--- config.mk ---
export PLATFORM = sky130hd
export DESIGN_NAME = vec_decode_queue
export DESIGN_NICKNAME = d
export VERILOG_FILES = /design/src/rtl/vec_decode_queue.sv
export SDC_FILE = /design/constraint.sdc
export NUM_CORES = 1
export LEC_CHECK = 0
export CORE_MARGIN = 3
export CORE_UTILIZATION = 57
export DETAILED_ROUTE_END_ITERATION = 6
export PLACE_DENSITY = 0.85
export SLEW_MARGIN = 15
export SYNTH_ARGS = -nofsm -noshare
export SYNTH_HDL_FRONTEND = slang
export SYNTH_SLANG_ARGS = --single-unit
--- constraint.sdc ---
create_clock -name clk -period 7.5 [get_ports clk]
set_clock_uncertainty 0.2 [all_clocks]
set_input_delay 0.75 -clock clk [delete_from_list [all_inputs] [get_ports clk]]
set_output_delay 0.75 -clock clk [all_outputs]
set_load 0.03 [all_outputs]
--- src/rtl/vec_decode_queue.sv ---
// Buffered vector-instruction decoder: a DEPTH-entry instruction FIFO feeding a registered,
// valid/ready control bundle. Define VEC_DECODE_PERF_EN to add the 32-bit issue_cnt counter.
module vec_decode_queue #(
  parameter int DEPTH      = 4,
  parameter int REG_ADDR_W = 5,
  parameter int ILL_CNT_W  = 8
) (
  input  logic                    clk,
  input  logic                    reset,
  input  logic                    flush,
  input  logic [31:0]             in_instr,
  input  logic                    in_valid,
  output logic                    in_ready,
  output logic                    out_valid,
  input  logic                    out_ready,
  output logic [REG_ADDR_W-1:0]   out_vd,
  output logic [REG_ADDR_W-1:0]   out_vs1,
  output logic [REG_ADDR_W-1:0]   out_vs2,
  output logic [2:0]              out_fu_sel,
  output logic                    out_scalar_op,
  output logic                    out_sub,
  output logic                    out_ld_st,
  output logic                    out_vreg_we,
  output logic                    out_preg_we,
  output logic [1:0]              out_bw_sel,
  output logic [1:0]              out_pred_sel,
  output logic [$clog2(DEPTH):0]  occupancy,
  output logic                    illegal_flag,
  input  logic                    illegal_clr,
`ifdef VEC_DECODE_PERF_EN
  output logic [31:0]             issue_cnt,
`endif
  output logic [ILL_CNT_W-1:0]    illegal_cnt
);

  localparam int PTR_W = $clog2(DEPTH);
  localparam int CNT_W = PTR_W + 1;
  localparam int ENT_W = 5 + 3 * REG_ADDR_W;
  localparam logic [CNT_W-1:0] FULL_CNT = CNT_W'(DEPTH);

  typedef struct packed {
    logic [2:0] fu_sel;
    logic       scalar_op;
    logic       sub;
    logic       ld_st;
    logic       vreg_we;
    logic       preg_we;
    logic [1:0] bw_sel;
    logic [1:0] pred_sel;
  } ctrl_t;

  function automatic ctrl_t decode(input logic [4:0] op);
    ctrl_t c;
    c = '0;
    case (op)
      5'b00000: begin c.ld_st = 1'b1; c.vreg_we = 1'b1; end
      5'b00001: c.ld_st = 1'b1;
      5'b00010: c.vreg_we = 1'b1;
      5'b00011: begin c.sub = 1'b1; c.vreg_we = 1'b1; end
      5'b00110: begin c.scalar_op = 1'b1; c.vreg_we = 1'b1; end
      5'b00100: begin c.fu_sel = 3'd2; c.vreg_we = 1'b1; end
      5'b00101: begin c.fu_sel = 3'd2; c.scalar_op = 1'b1; c.vreg_we = 1'b1; end
      5'b00111: begin c.fu_sel = 3'd1; c.vreg_we = 1'b1; end
      5'b10000: begin c.fu_sel = 3'd1; c.sub = 1'b1; c.vreg_we = 1'b1; end
      5'b01000: begin c.fu_sel = 3'd3; c.vreg_we = 1'b1; end
      5'b01001: begin c.fu_sel = 3'd4; c.bw_sel = 2'b00; c.vreg_we = 1'b1; end
      5'b01010: begin c.fu_sel = 3'd4; c.bw_sel = 2'b01; c.vreg_we = 1'b1; end
      5'b01011: begin c.fu_sel = 3'd4; c.bw_sel = 2'b10; c.vreg_we = 1'b1; end
      5'b01100, 5'b01101, 5'b01110, 5'b01111: begin
        c.fu_sel   = 3'd5;
        c.preg_we  = 1'b1;
        c.pred_sel = op[1:0];
      end
      default: ;
    endcase
    return c;
  endfunction

  function automatic logic [ILL_CNT_W-1:0] sat_inc(input logic [ILL_CNT_W-1:0] v);
    return (&v) ? v : v + 1'b1;
  endfunction

  logic [ENT_W-1:0]      fifo_mem [DEPTH];
  logic [PTR_W-1:0]      wr_ptr, rd_ptr;
  logic [CNT_W-1:0]      count_p0;
  logic [ENT_W-1:0]      in_entry, head_p0;
  logic [4:0]            head_op;
  logic                  head_legal, nonempty, push, load, ill_pop, pop;
  ctrl_t                 ctrl_p0, ctrl_p1;
  logic [REG_ADDR_W-1:0] vd_p1, vs1_p1, vs2_p1;
  logic                  vld_p1;
  logic                  unused_instr_bits;

  // Only op and the low REG_ADDR_W bits of each register slot are kept in the queue.
  assign in_entry = {in_instr[31:27], in_instr[21 +: REG_ADDR_W],
                     in_instr[16 +: REG_ADDR_W], in_instr[11 +: REG_ADDR_W]};
  assign unused_instr_bits = ^in_instr;

  assign head_p0    = fifo_mem[rd_ptr];
  assign head_op    = head_p0[ENT_W-1 -: 5];
  assign head_legal = (head_op <= 5'b10000);
  assign nonempty   = (count_p0 != '0);
  assign in_ready   = (count_p0 != FULL_CNT);
  assign push       = in_valid & in_ready & ~flush;
  assign load       = nonempty & head_legal & (~vld_p1 | out_ready) & ~flush;
  assign ill_pop    = nonempty & ~head_legal & ~flush;
  assign pop        = load | ill_pop;
  assign ctrl_p0    = decode(head_op);

  // ---- stage p0: instruction queue ----
  always_ff @(posedge clk) begin
    if (push) fifo_mem[wr_ptr] <= in_entry;
  end

  always_ff @(posedge clk) begin
    if (reset || flush) begin
      wr_ptr   <= '0;
      rd_ptr   <= '0;
      count_p0 <= '0;
    end else begin
      if (push) wr_ptr <= wr_ptr + 1'b1;
      if (pop)  rd_ptr <= rd_ptr + 1'b1;
      case ({push, pop})
        2'b10:   count_p0 <= count_p0 + 1'b1;
        2'b01:   count_p0 <= count_p0 - 1'b1;
        default: ;
      endcase
    end
  end

  always_ff @(posedge clk) begin
    if (reset) begin
      illegal_flag <= 1'b0;
      illegal_cnt  <= '0;
    end else if (ill_pop) begin
      illegal_flag <= 1'b1;
      illegal_cnt  <= sat_inc(illegal_cnt);
    end else if (illegal_clr) begin
      illegal_flag <= 1'b0;
    end
  end

  // ---- stage p1: registered control bundle ----
  always_ff @(posedge clk) begin
    if (reset || flush) begin
      vld_p1 <= 1'b0;
    end else if (load) begin
      vld_p1 <= 1'b1;
    end else if (out_ready) begin
      vld_p1 <= 1'b0;
    end
  end

  always_ff @(posedge clk) begin
    if (reset) begin
      ctrl_p1 <= '0;
      vd_p1   <= '0;
      vs1_p1  <= '0;
      vs2_p1  <= '0;
    end else if (load) begin
      ctrl_p1 <= ctrl_p0;
      vd_p1   <= head_p0[3*REG_ADDR_W-1 -: REG_ADDR_W];
      vs1_p1  <= head_p0[2*REG_ADDR_W-1 -: REG_ADDR_W];
      vs2_p1  <= head_p0[REG_ADDR_W-1:0];
    end
  end

`ifdef VEC_DECODE_PERF_EN
  always_ff @(posedge clk) begin
    if (reset) issue_cnt <= '0;
    else if (vld_p1 && out_ready) issue_cnt <= issue_cnt + 32'd1;
  end
`endif

  assign out_valid     = vld_p1;
  assign out_vd        = vd_p1;
  assign out_vs1       = vs1_p1;
  assign out_vs2       = vs2_p1;
  assign out_fu_sel    = ctrl_p1.fu_sel;
  assign out_scalar_op = ctrl_p1.scalar_op;
  assign out_sub       = ctrl_p1.sub;
  assign out_ld_st     = ctrl_p1.ld_st;
  assign out_vreg_we   = ctrl_p1.vreg_we;
  assign out_preg_we   = ctrl_p1.preg_we;
  assign out_bw_sel    = ctrl_p1.bw_sel;
  assign out_pred_sel  = ctrl_p1.pred_sel;
  assign occupancy     = count_p0;

endmodule

* Yosys cells after proc, flatten, opt, wreduce, memory -nomap -nowiden *
Memories as Yosys holds them, arrays and structs flattened. A register that Yosys moved wholly into a read port is not among the register bits.
Cells that the tools add are included.

operators by class
  add/sub/neg operators = 5
  magnitude comparators = 1
  equal/unequal tests = 19
  mux-type cells = 17
  bitwise operators = 13
  reductions and logical operators = 16

operators by type and width
  cell                                                                   count
  5-bit by 4-bit equality test with 1-bit output, second input constant  8
  5-bit by 3-bit equality test with 1-bit output, second input constant  4
  3-bit one-hot mux with 5 select lines                                  1
  12-bit OR reduction                                                    1
  1-bit two-way mux                                                      11
  5-bit by 2-bit equality test with 1-bit output, second input constant  2
  2-bit OR reduction                                                     5
  8-bit by 1-bit adder with 8-bit output, second input constant          1
  8-bit AND reduction                                                    1
  1-bit AND                                                              7
  2-bit two-way mux                                                      3
  3-bit one-hot mux with 2 select lines                                  1
  2-bit nonzero test                                                     3
  5-bit by 1-bit equality test with 1-bit output, second input constant  1
  5-bit equality test, second input constant                             1
  5-bit <= comparator, second input constant                             1
  5-bit logical NOT                                                      1
  2-bit by 1-bit adder with 2-bit output, second input constant          2
  1-bit inverter                                                         4
  2-bit one-hot mux with 2 select lines                                  1
  4-bit OR reduction                                                     1
  3-bit by 1-bit adder with 3-bit output, second input constant          1
  3-bit inequality test, second input constant                           1
  3-bit nonzero test                                                     1
  7 further kinds                                                        8

storage, ports and cells
  flip-flop bits (word level) = 44
  bits in writable memories = 80
  bits of input ports = 38
  output and inout port bits = 41
  memories kept = 1

memories
  name      words  width  read ports  clocked after Yosys merged registers in  wr ports  line  source
  fifo_mem  4      20     1           1                                        1         83    logic [ENT_W-1:0] fifo_mem [DEPTH];

* Depth between registers and ports, before layout *
Gate-level depths: netlist of the first run.

  depth in word-level cells = 7
  mapped depth = 12
  gate-level depth less buffers = 11

* Least setup slack after synthesis of the first run *
No wires, ideal clock.

  path type = reg-to-reg
  from = register with a tool-made name
  to = register count_p0[2], in the netlist occupancy[2]
  library setup time = 0.070 ns
  arrival time = 2.840 ns
  required time = 7.230 ns
  path slack = 4.390 ns
  cell stages (with the launch flop) = 12
  path buffers = 1
  period minus slack after synthesis = 3.110 ns
  path through = dfxtp_1 -> buf_6 -> mux4_2 -> or4_4 -> a21boi_1 -> inv_1 -> ha_1 -> inv_1 -> fa_1 -> xor2_1 -> or3_1 -> a21oi_1

RTL lines
  what                  line  source
  end signal, assigned  124   2'b10: count_p0 <= count_p0 + 1'b1;
  end signal, assigned  125   2'b01: count_p0 <= count_p0 - 1'b1;
  end, declared         85    logic [CNT_W-1:0] count_p0;

==> results.py, run 1 <==
metrics = {
    "drt": {
        "wl_per_cell_um": 18.22,
        "wirelength_mm": 9.821,
        "antenna_left": 0,
        "drt_first_pass_iters": 6,
        "drc_errors": 0,
        "vias_per_cell": 5.692,
        "vias": 3068,
        "drt-initial-drc-count": 227,
    },
    "setup_path": {
        "slowest_delay_ns": 0.98,
        "crit_family": "flip-flops",
        "start_kind": "flip-flop",
        "crit_top_cell": "inv_1",
        "path_cells": "mux4_2 -> or4_4 -> a21boi_1 -> inv_1 -> ha_1 -> inv_1 -> fa_1 -> xor2_1 -> or3_1 -> a21oi_1",
        "cp_data_arrival_time_ns": 4.08,
        "critPathBufInv": 2,
        "critPathKind": "reg2reg",
        "path_depth": 10,
        "required_ns": 7.74,
        "crit_fanout": 20,
        "worst_path_max_delay_cell": "dfxtp_1",
        "r2r_cells": 10,
        "end_kind": "flip-flop",
    },
    "die": {
        "dieHeight_um": 99.12,
        "coreArea_um2": 8299,
        "io_pins": 79,
        "placementRows": 33,
        "die_area_um2": 9824,
        "start_util_pct": 59.55,
        "die_w_um": 99.12,
    },
    "timing": {
        "slew_headroom_pct": 25.16,
        "slew_viol_final": 0,
        "worst_slew_pin_slew_ns": 1.123,
        "hold_violations": 0,
        "worst_hold_slack_ns": 0.2523,
        "fmax_ghz": 0.2603,
        "fin_crit_ns": 3.841,
        "tns_ns": 0,
        "min_period_over_period_pct": 51.22,
        "setup_viol": 0,
        "grt_setup_unrepaired": "no",
        "setup_slack_ns": 3.659,
    },
    "clock_network": {
        "cts_tree": "built",
        "clk_pin_slew_ns": 0.06,
        "cts.sinks": 126,
        "post-cts-setup-buffer-count": 0,
        "cts_max_level": 4,
        "cts_buffer_depth": 2,
        "numCtsBuffers": 17,
        "cts-root-buf": "clkbuf_8",
        "holdBufCountCts": 0,
        "clock_latency_ns": 0.50,
        "postCtsResizedCells": 0,
    },
    "finish": {
        "seqCellArea_um2": 3323,
        "drive_above_1_share_pct": 13.59,
        "layout_common_cells": "80 x edfxtp_1, 66 x clkdlybuf4s50_1, 46 x dfxtp_1",
        "insertedDiodeCount": 0,
        "num-fill-cells": 504,
        "layout_commonest_cell": "edfxtp_1",
        "syn2layout_area_growth_pct": 27.44,
        "post-route-cell-area_um2": 6299,
        "multi_input_area_um2": 1494,
        "layout.nets": 466,
    },
    "synth": {
        "synth_nets": 397,
        "ys_seq_area_share_pct": 67.24,
        "synthFlopType": "edfxtp_1",
        "synth-edff-count": 80,
        "synth-async-reset-ratio_pct": 0,
        "yosysWarnings": 0,
        "syn_avg_cell_area_um2": 14.04,
        "synth-seq-cells": 126,
        "synth.distinct_cells": 43,
        "netlist_instances": 352,
        "synth_area_um2": 4942,
    },
    "status": {
        "status": "completed",
    },
    "power_and_ir_drop": {
        "p_leak_nw": 2.087,
        "p_per_area_nw_per_um2": 270.7,
        "ir_drop_uv": 216.1,
    },
    "global_route": {
        "grt_overflow": 0,
        "grt_pass1_wl_mm": 15.87,
        "grt.total_usage_pct": 21.59,
        "grt_max_degree": 43,
        "antenna_found_initial": 0,
        "grt_pass1_vias": 3191,
    },
    "placement": {
        "numPortBuffers": 66,
        "dpl.hpwl_mm": 5.913,
        "dpl_worst_slack_ns": 3.608,
        "gp_congestion": 0.7587,
        "place_area_um2": 5659,
    },
    "worst_hold_path": {
        "holdCritPathClass": "reg2reg",
        "min_path_cells": 2,
    },
    "job": {
        "drv_cap": 0,
    },
}
-- Yosys cell counts, types with 2 or more instances --
| library cell | count | area share (%) |
|---|---|---|
| nand3_1 | 7 | 0.71 |
| nand4_1 | 5 | 0.63 |
| or4_4 | 2 | 0.46 |
| xor2_1 | 4 | 0.71 |
| mux4_2 | 19 | 8.7 |
| nand3b_1 | 8 | 1.2 |
| o21ai_1 | 3 | 0.30 |
| nand2b_1 | 2 | 0.25 |
| or3_1 | 3 | 0.38 |
| a21oi_2 | 2 | 0.35 |
| buf_6 | 2 | 0.46 |
| nand2_1 | 40 | 3.0 |
| xnor2_1 | 4 | 0.71 |
| nor3_1 | 5 | 0.51 |
| dfxtp_1 | 46 | 19 |
| ha_1 | 6 | 1.5 |
| buf_2 | 3 | 0.30 |
| edfxtp_1 | 80 | 49 |
| nor3b_1 | 3 | 0.46 |
| o21ai_0 | 3 | 0.30 |
| nor2b_1 | 3 | 0.38 |
| a211oi_1 | 3 | 0.46 |
| and3_1 | 3 | 0.38 |
| inv_1 | 10 | 0.76 |
| a21oi_1 | 25 | 2.5 |
| nor2_1 | 26 | 2.0 |
| clkbuf_1 | 11 | 0.84 |
| a31o_1 | 2 | 0.35 |
| and2_1 | 8 | 1.0 |
-- worst min-delay path, cell delays in order (launching register included) --
cell and delay [ns]:
dfxtp_1 0.30, nand2_1 0.05, a21oi_1 0.05
-- cell families (layout without fill, tap and decap cells) --
logic type                 after synthesis  after routing  share of synthesized area [%]
AOI/OAI and AO/OA                       43             43                          5.266
buffers and inverters                   28            110                          2.582
xor gates and xnor gates                 8              8                          1.418
DFF                                    126            126                          67.24
adders and majority gates                7              7                          1.924
and+or+nand+nor                        118            118                          11.95
muxes                                   22             22                          9.620
-- area by class of cell --
class | instances | area share (%)
clock buffer | 18 | 6.635
clock inverter | 14 | 3.476
inverter | 10 | 0.5959
multi-input combinational | 198 | 23.72
sequential | 126 | 52.76
tap | 105 | 2.086
timing repair buffer | 68 | 10.73
-- flip-flops by register name, summed over array words and instances, names as in the netlist, named ones only --
signal	cells
illegal_cnt	8
out_vreg_we	1
illegal_flag	1
out_fu_sel	3
wr_ptr	2
rd_ptr	2
out_preg_we	1
out_valid	1
out_vs1	5
out_vd	5
out_sub	1
out_vs2	5
out_ld_st	1
fifo_mem	80
occupancy	3
out_pred_sel	2
out_bw_sel	2
out_scalar_op	1
-- layer usage --
layer | vias up | share of wire, % | track usage, %
li1 | 1437 | - | -
met1 | 1519 | 41 | 26.94
met2 | 110 | 52 | 35.85
met3 | 2 | 6.5 | 6.732
met4 | 0 | 0.39 | 7.773
met5 | - | 0 | 0
-- final timing paths --
| check | startpoint | endpoint | slack (ns) |
|---|---|---|---|
| max | flip-flop | occupancy[2]$_SDFFE_PP0P_ | 3.66 |
| min | out_vs2[3]$_SDFFE_PP0P_ | out_vs2[3]$_SDFFE_PP0P_ | 0.25 |
| max reg2reg | flip-flop | occupancy[2]$_SDFFE_PP0P_ | 3.66 |
| min reg2reg | out_vs2[3]$_SDFFE_PP0P_ | out_vs2[3]$_SDFFE_PP0P_ | 0.25 |
-- where the power goes --
group / leakage, nW / switching [W] / internal (W) / total, W
Combinational: 0.684 / 0.0000473 / 0.0000368 / 0.0000841
Sequential: 1.10 / 0.00000465 / 0.000750 / 0.000754
Clock: 0.305 / 0.000293 / 0.000574 / 0.000866
-- stage by stage --
| step | utilization [%] | power, W | instances |
|---|---|---|---|
| after floorplan | - | 0.0008168 | 352 |
| after global placement | 68.19 | 0.0008476 | 507 |
| after detailed placement | 68.19 | 0.0008519 | 507 |
| after CTS | 75.86 | 0.001716 | 539 |
| after global routing | 75.89 | 0.001761 | 539 |
| final | 75.89 | 0.001705 | 539 |
(Power assumes the default switching activity.)
==> run 2: changes to the inputs <==
Settings changed: CORE_UTILIZATION 57 to 48, PLACE_DENSITY 0.85 to 0.77.
Clock period 7.5 ns to 3.1 ns, I/O delays scaled along.
==> run 2 against run 1 <==
Net effect:
- non-clock buffer count is 25 higher
- clock power grew 140%
- highest routed layer unchanged
- die area grew 18%
- design area rose by 4.0%
- worst setup slack worse by 3.6 ns
- flip-flop and latch count is the same
- clock-buffer cell count fell by 1
- sequential share of layout area fell by 1.9 points
- global-route usage shrank 3.5 points
- wire length increased by 0.26%
- first-iteration DRC count shrank 22%
- critical path depth is 1 higher
==> results.py, run 2 (synthesis results as in run 1) <==
metrics = {
    "global_route": {
        "grt.total_usage_pct": 18.14,
        "grt_max_degree": 28,
        "grt_overflow": 0,
        "grt_pass1_vias": 3134,
        "antenna_found_initial": 0,
        "grt_pass1_wl_mm": 15.87,
    },
    "finish": {
        "insertedDiodeCount": 0,
        "max_flop_register": "fifo_mem",
        "drive_above_1_share_pct": 19.39,
        "layout.nets": 491,
        "final_cells": 592,
        "reg.largest.list": "fifo_mem: 80 flops, illegal_cnt: 8 flops",
        "layout_commonest_cell": "edfxtp_1",
        "layout_common_cells": "80 x edfxtp_1, 66 x clkdlybuf4s50_1, 45 x dfxtp_1",
        "syn2layout_area_growth_pct": 32.48,
        "post-route-cell-area_um2": 6548,
        "final_core_util_pct": 66.07,
        "largest_reg_flops": 80,
    },
    "power_and_ir_drop": {
        "ir_drop_uv": 496.5,
        "p_leak_nw": 2.224,
        "p_per_area_nw_per_um2": 634.8,
        "power_w": 0.004157,
    },
    "timing": {
        "fmax_ghz": 0.3305,
        "hold_violations": 0,
        "grt_setup_unrepaired": "yes",
        "tns_ns": 0,
        "fin_crit_ns": 3.026,
        "slew_viol_final": 0,
        "slew_headroom_pct": 61.69,
        "worst_slew_pin_slew_ns": 0.5703,
        "min_period_over_period_pct": 97.60,
        "setup_viol": 0,
    },
    "clock_network": {
        "holdBufCountCts": 0,
        "cts_max_level": 4,
        "clk_pin_slew_ns": 0.06,
        "cts_tree": "built",
        "cts.sinks": 126,
        "cts_buffer_depth": 2,
        "cts-root-buf": "clkbuf_8",
        "clock_latency_ns": 0.52,
        "numCtsBuffers": 17,
    },
    "die": {
        "coreArea_um2": 9910,
        "die_area_um2": 11550,
        "start_util_pct": 49.87,
        "placementRows": 36,
        "dieHeight_um": 107.5,
        "io_pins": 79,
        "die_w_um": 107.5,
    },
    "setup_path": {
        "end_kind": "flip-flop",
        "critPathBufInv": 3,
        "crit_top_cell": "inv_1",
        "crit_family": "simple AND/OR/NAND/NOR gates",
        "cp_data_arrival_time_ns": 3.28,
        "worst_path_max_delay_cell": "mux4_2",
        "required_ns": 3.35,
        "path_cells": "buf_6 -> mux4_2 -> or4_4 -> a21boi_2 -> inv_1 -> ha_2 -> inv_1 -> fa_1 -> xor2_1 -> or3_1 -> a21oi_2",
        "start_kind": "flip-flop",
        "crit_fanout": 5,
        "critPathKind": "reg2reg",
        "slowest_delay_ns": 0.52,
    },
    "placement": {
        "gp_congestion": 0.7986,
        "numPortBuffers": 66,
        "place_area_um2": 5871,
        "dpl.hpwl_mm": 6.278,
        "placed_cells": 558,
    },
    "status": {
        "status": "completed",
    },
    "drt": {
        "wirelength_mm": 9.847,
        "drt_first_pass_iters": 4,
        "drc_errors": 0,
        "antenna_left": 0,
        "wl_per_cell_um": 16.63,
        "vias_per_cell": 5.284,
        "vias": 3128,
        "drt-initial-drc-count": 177,
    },
    "worst_hold_path": {
        "holdCritPathClass": "in2reg",
    },
    "job": {
        "drv_cap": 0,
    },
}
==> run 2: cell count changes in the layout (fill, tap and decap cells not counted), moves of 2 or more <==
| cell | delta |
|---|---|
| clkinv_2 | -2 |
| inv_6 | +6 |
| buf_4 | +24 |
| inv_8 | +3 |
| clkinv_4 | -4 |
==> run 2: stage by stage <==
step / hold WS [ns] / setup WS [ns]
2_1_floorplan: 0.2089 / 0.04699
3_3_place_gp: 0.2413 / 0.05455
3_5_place_dp: 0.2481 / -0.06156
4_1_cts: 0.1933 / 0.01381
5_1_grt: 0.2000 / -0.06262
6_report: 0.2075 / 0.07448
==> run 2: tightest hold or removal path, cell delays in order <==
cell             delay (ns)
clkdlybuf4s50_1        0.42
nand3_1                0.09
a21oi_1                0.06
==> run 2: layout make-up <==
type | instances | area (um^2)
multi-input combinational | 198 | 1513
clock inverter | 15 | 222.7
inverter | 10 | 37.54
tap | 133 | 166.4
timing repair buffer | 93 | 867.1
clock buffer | 17 | 414.1
fill | 724 | 3362
sequential | 126 | 3327
==> run 2: routing by layer <==
metal  vias to the layer above  wire [um]  GRT usage, %
li1                       1489          -             -
met1                      1549       4246         22.66
met2                        75       5021         30.38
met3                        15        436         4.139
met4                         0        143         7.845
met5                         -          0             0
==> run 2: final timing paths <==
| path | from | slack [ns] | cells past startpoint | end |
|---|---|---|---|---|
| worst min register to register | out_vd[3]$_SDFFE_PP0P_ | 0.26 | 2 | out_vd[3]$_SDFFE_PP0P_ |
| worst max register to register | flip-flop | 0.07 | 11 | occupancy[2]$_SDFFE_PP0P_ |
| worst min-delay path | in_valid | 0.21 | 3 | wr_ptr[1]$_SDFFE_PP0P_ |
| worst max-delay path | flip-flop | 0.07 | 11 | occupancy[2]$_SDFFE_PP0P_ |
==> run 2: power by group <==
part           total (W)  switching [W]  internal, W
Sequential       0.00182      0.0000123      0.00181
Clock            0.00211       0.000771      0.00134
Combinational   0.000223       0.000118     0.000105
==> run 2: timing repair <==
item,4_1_cts,5_1_grt
setup endpoints to repair,1,2
gates resized for setup,1,6
setup buffers,0,2
pin swaps,0,3
cloned,0,0
